<file path="src/rtl/vid_timing_gen.sv">
// Video timing generator: pixel-rate strobe, raster counters, sync/blank decode
// and a two-stage palette fetch pipeline that keeps colour, blank and syncs aligned.
module vid_timing_gen #(
    parameter int CLK_DIV      = 14,
    parameter int H_ACTIVE     = 336,
    parameter int H_TOTAL      = 456,
    parameter int H_SYNC_START = 360,
    parameter int H_SYNC_LEN   = 32,
    parameter int V_ACTIVE     = 240,
    parameter int V_TOTAL      = 262,
    parameter int V_SYNC_START = 244,
    parameter int V_SYNC_LEN   = 3
) (
    input  logic        CLOCK_100,
    input  logic        reset,
    input  logic [9:0]  PF_INDEX,
    input  logic [15:0] PAL_DATA,
    output logic [8:0]  PF_HPOS,
    output logic [8:0]  PF_VPOS,
    output logic [9:0]  PAL_ADDR,
    output logic        pix_ce,
    output logic        MCKF,
    output logic [15:0] VIDOUT,
    output logic        VIDBLANK_b,
    output logic        HSYNC_b,
    output logic        VSYNC_b,
    output logic        FRAME_START
);

    localparam int DIV_W = $clog2(CLK_DIV);

    localparam logic [DIV_W-1:0] DIV_LAST = DIV_W'(CLK_DIV - 1);
    localparam logic [DIV_W-1:0] DIV_HALF = DIV_W'(CLK_DIV / 2);

    localparam logic [8:0] H_LAST   = 9'(H_TOTAL - 1);
    localparam logic [8:0] H_ACT    = 9'(H_ACTIVE);
    localparam logic [8:0] HS_BEGIN = 9'(H_SYNC_START);
    localparam logic [8:0] HS_END   = 9'(H_SYNC_START + H_SYNC_LEN);
    localparam logic [8:0] V_LAST   = 9'(V_TOTAL - 1);
    localparam logic [8:0] V_ACT    = 9'(V_ACTIVE);
    localparam logic [8:0] VS_BEGIN = 9'(V_SYNC_START);
    localparam logic [8:0] VS_END   = 9'(V_SYNC_START + V_SYNC_LEN);

    logic [DIV_W-1:0] div;
    logic [DIV_W-1:0] div_next;
    logic [8:0]       hcount;
    logic [8:0]       vcount;

    logic active;
    logic hs;
    logic vs;
    logic first;

    logic s1_active;
    logic s1_hs;
    logic s1_vs;
    logic s1_first;

    always_comb begin
        div_next = (div == DIV_LAST) ? '0 : div + 1'b1;
    end

    // NOTE: pix_ce and MCKF are registered from div_next, so they are clean flop
    // outputs yet still equal the decode of the div value currently held.
    always_ff @(posedge CLOCK_100) begin
        if (reset) begin
            div    <= '0;
            pix_ce <= 1'b0;
            MCKF   <= 1'b0;
        end else begin
            div    <= div_next;
            pix_ce <= (div_next == DIV_LAST);
            MCKF   <= (div_next >= DIV_HALF);
        end
    end

    always_ff @(posedge CLOCK_100) begin
        if (reset) begin
            hcount <= '0;
            vcount <= '0;
        end else if (pix_ce) begin
            if (hcount == H_LAST) begin
                hcount <= '0;
                vcount <= (vcount == V_LAST) ? '0 : vcount + 1'b1;
            end else begin
                hcount <= hcount + 1'b1;
            end
        end
    end

    assign active = (hcount < H_ACT) && (vcount < V_ACT);
    assign hs     = (hcount >= HS_BEGIN) && (hcount < HS_END);
    assign vs     = (vcount >= VS_BEGIN) && (vcount < VS_END);
    assign first  = (hcount == '0) && (vcount == '0);

    assign PF_HPOS = hcount;
    assign PF_VPOS = vcount;

    // Stage 1 launches the palette read; stage 2 captures its data one pixel later
    // together with the delayed decode so blank/sync match the colour exactly.
    always_ff @(posedge CLOCK_100) begin
        if (reset) begin
            PAL_ADDR    <= '0;
            s1_active   <= 1'b0;
            s1_hs       <= 1'b0;
            s1_vs       <= 1'b0;
            s1_first    <= 1'b0;
            VIDOUT      <= '0;
            VIDBLANK_b  <= 1'b0;
            HSYNC_b     <= 1'b1;
            VSYNC_b     <= 1'b1;
            FRAME_START <= 1'b0;
        end else begin
            FRAME_START <= 1'b0;
            if (pix_ce) begin
                PAL_ADDR    <= PF_INDEX;
                s1_active   <= active;
                s1_hs       <= hs;
                s1_vs       <= vs;
                s1_first    <= first;
                VIDOUT      <= s1_active ? PAL_DATA : 16'h0000;
                VIDBLANK_b  <= s1_active;
                HSYNC_b     <= ~s1_hs;
                VSYNC_b     <= ~s1_vs;
                FRAME_START <= s1_first;
            end
        end
    end

endmodule

</file>
<file path="config.mk">
export PLATFORM = sky130hd
export DESIGN_NAME = vid_timing_gen
export DESIGN_NICKNAME = d
export VERILOG_FILES = /design/src/rtl/vid_timing_gen.sv
export SDC_FILE = /design/constraint.sdc
export NUM_CORES = 1
export LEC_CHECK = 0
export BUFFER_PORTS_ARGS = -buffer_cell sky130_fd_sc_hd__buf_4
export CELL_PAD_IN_SITES_DETAIL_PLACEMENT = 0
export CELL_PAD_IN_SITES_GLOBAL_PLACEMENT = 1
export CORE_ASPECT_RATIO = 1.1
export CORE_MARGIN = 3
export CORE_UTILIZATION = 39
export DETAILED_ROUTE_END_ITERATION = 7
export PLACE_DENSITY_LB_ADDON = 0.05
export SYNTH_ARGS = -nofsm -noshare
export SYNTH_HDL_FRONTEND = slang
export SYNTH_SLANG_ARGS = --single-unit
export TNS_END_PERCENT = 5
</file>
<file path="constraint.sdc">
create_clock -name CLOCK_100 -period 2.64 [get_ports CLOCK_100]
set_input_delay 0.264 -clock CLOCK_100 [delete_from_list [all_inputs] [get_ports CLOCK_100]]
set_output_delay 0.264 -clock CLOCK_100 [all_outputs]
set_load 0.03 [all_outputs]
</file>
==> metrics.md <==
| Metric | Value |
|---|---|
| Outcome | completed |
| Clk pwr share | 48.8% |
| GRT Residual Overflow | 0 |
| Sequential cell area | 1160 µm² |
| Post-Route Setup TNS | 0 ns |
| Ys Warns | 0 |
| Clock transition at path regs | 0.07 ns |
| Final setup viols | 0 |
| Final Skew | 0.00807 ns |
| Path type of the worst min-delay path | input pin to flop |
| Post-synthesis instance total | 259 |
| Relative max-transition margin | 54.9% |
| Max clock buf depth | 2 |
| Synth async-reset ratio | 0% |
| Avg Cell Area, Syn | 9.04 µm² |
| Core area | 5610 µm² |
| WL/cell | 13.0 µm |
| Post-synthesis sequential area ratio | 49.6% |
| Critical path fanouts, max | 10 |
| Comb power frac | 2.8% |
| Number of global-route vias before repair | 1837 |
| Initial antenna violation count | 0 |
| Antenna Nets Post-Route | 0 |
| Via Count | 2064 |
| Tmin final | 1.84 ns |
| Post-cts gate resize count | 0 |
| Startpoint Class | flop |
| DP HPWL | 3.75 mm |
| PortBufs | 77 |
| Total clock sinks | 58 |
| Die ar. | 6970 µm² |
| Die span in x | 79.9 µm |
| Leakage | 1.30 nW |
| Global-route wire length before repair | 8.56 mm |
| # DRC | 0 |
| RSZ-0062 raised after global routing | no |
| Hold Crit Start | PAL_DATA[12] |
| Final Slew Violations | 0 |
| Routability Congestion | 0.842 |
| Cell Int Power | 0.00146 W |
| Reg2reg start | PF_HPOS[0] |
| Synthesized flop and latch total | 58 |
| Nets@finish | 366 |
| Netlist cell types | 38 |
| DRT iter0 DRCs | 119 |
| Power Total | 0.00182 W |
| Die height | 87.3 µm |
| Gr usage total | 15.6% |
| Max IR drop VDD | 398 µV |
| Post-Syn Area | 2340 µm² |
| Via/cell ratio | 5.00 |
| Worst Path Arrival | 2.09 ns |
| TritonCTS buffer count | 9 |
| Syn_nets | 292 |
| Htree depth | 3 |
| Root buf cell | clkbuf_8 |
| Critical Path RT | 2.89 ns |
| Sw frac | 20.1% |
| PD cells | 575 nW/µm² |
| Clk_lat worst skew | 0.32 ns |
| CTS tree | yes |
| Area added between synthesis and finish | 35.6% |
| Pre-antenna DRT Iters | 4 |
| Initial core utilization | 41.8% |
| Slew @ Worst Pin | 0.676 ns |
| Switching power | 0.000367 W |
| N_diodes | 0 |
| Critical Path Source | PF_HPOS[0] |
| Layout cells sized above 1 | 29.9% |
| Tcrit/Tclk final | 69.5% |
| Std cell rows | 28 |
| Part of the power in registers | 48.4% |
| Post-synth EDFFs | 0 |
| Hold Fails Final Rpt | 0 |
| Filler cells | 554 |
| CP Class | flop to flop |
| Drt total wl | 5.36 mm |
| Post-CTS Hold Buffers | 0 |
| Max-Cap Viols | 0 |
| Pin count of the biggest net entering global routing | 40 |
| Fmax | 0.545 GHz |
| I/O pin cnt | 78 |
| Postcts setup bufs | 0 |
| Footprint of the multi-input gates | 1080 µm² |
| Main synth FF type | dfxtp_1 |
| Crit end category | flop |
synthesized netlist by cell type (2+ instances only):
cell	count	area (µm²)
buf_1	2	7.51
nor3_1	6	30.0
ha_1	5	62.6
o21ai_0	4	20.0
and3_1	2	12.5
xnor2_1	6	52.6
nand4_1	7	43.8
nor2_1	45	169
or3_1	2	12.5
xor2_1	4	35.0
inv_1	10	37.5
nand3_1	5	25.0
a21oi_1	16	80.1
buf_2	5	25.0
a22oi_1	16	120
nand4b_1	2	17.5
nand2_1	20	75.1
or4_1	5	37.5
o31ai_1	4	30.0
dfxtp_1	58	1160
mux2i_1	11	110
clkbuf_1	8	30.0
layer usage:
| metal | global-route usage, % | wire, µm |
|---|---|---|
| met4 | 5.99 | 54 |
| met3 | 3.62 | 312 |
| met1 | 20.5 | 2470 |
| met2 | 24.8 | 2530 |
| met5 | 0 | 0 |
critical path: stages (launching register included):
cell and delay, ns:
dfxtp_1 0.40, ha_1 0.21, and3_1 0.32, nand3_4 0.17, or4_1 0.52, a21oi_1 0.15
per-stage QoR:
stage	util [%]	cell area (µm²)	worst slack (ns)	hold slack, ns	cells
6_report	56.7	3180	0.804	0.170	413
5_1_grt	56.7	3180	0.606	0.165	413
4_1_cts	56.7	3180	0.776	0.165	413
3_5_place_dp	52.8	2960	0.794	0.452	397
3_3_place_gp	52.8	2960	0.821	0.447	397
2_1_floorplan	-	2340	0.728	0.350	259
flip-flops by register name (all words and copies together), names as in the netlist, 4 cells and up:
signal and count:
VIDOUT 16, PAL_ADDR 10, div 4, PF_HPOS 9, PF_VPOS 9
cells in the final DEF, fill, tap and decap left out, types with 4 or more instances in the layout:
| master | n |
|---|---|
| buf_4 | 78 |
| xnor2_1 | 6 |
| clkbuf_8 | 10 |
| a21oi_1 | 16 |
| ha_1 | 5 |
| clkinv_2 | 4 |
| nand4_1 | 7 |
| mux2i_1 | 11 |
| nand2_1 | 20 |
| o21ai_0 | 4 |
| nand3_1 | 5 |
| dfxtp_1 | 58 |
| a22oi_1 | 16 |
| or4_1 | 5 |
| xor2_1 | 4 |
| nor3_1 | 6 |
| nor2_1 | 45 |
| o31ai_1 | 4 |
| inv_1 | 10 |
layout make-up:
type	count	share of cell area (%)
Multi-Input combinational cell	176	34.0
Clock buffer	10	4.33
Timing Repair Buffer	78	18.4
Inverter	10	1.18
Sequential cell	58	36.6
Tap cell	75	2.96
Clock inverter	6	2.52
kinds of logic (layout without fill, tap and decap cells):
logic type / Yosys count / count (layout) / share of synthesized area (%)
xor+xnor: 10 / 10 / 3.74
mux: 11 / 11 / 4.70
buf+inv: 25 / 104 / 4.28
fa+ha+maj: 5 / 5 / 2.67
simple gates: 104 / 104 / 22.3
flops: 58 / 58 / 49.6
compound gates: 46 / 46 / 12.7
final timing paths:
kind	endpoint	slack, ns	cells past startpoint
worst max-delay path	PF_VPOS[5]	0.80	5
worst min-delay path	VIDOUT[12]	0.17	3
worst max register to register	PF_VPOS[5]	0.80	5
worst min register to register	s1_first	0.46	2
power by group through the flow:
stage	Combinational, W	Clock [W]	Sequential, W
floorplan	0.0000169	0	0.000902
global placement	0.0000526	0	0.000903
detailed placement	0.0000528	0	0.000902
CTS	0.0000527	0.000911	0.000883
global route	0.0000576	0.000957	0.000883
finish	0.0000517	0.000890	0.000883
(Power assumes the default switching activity.)
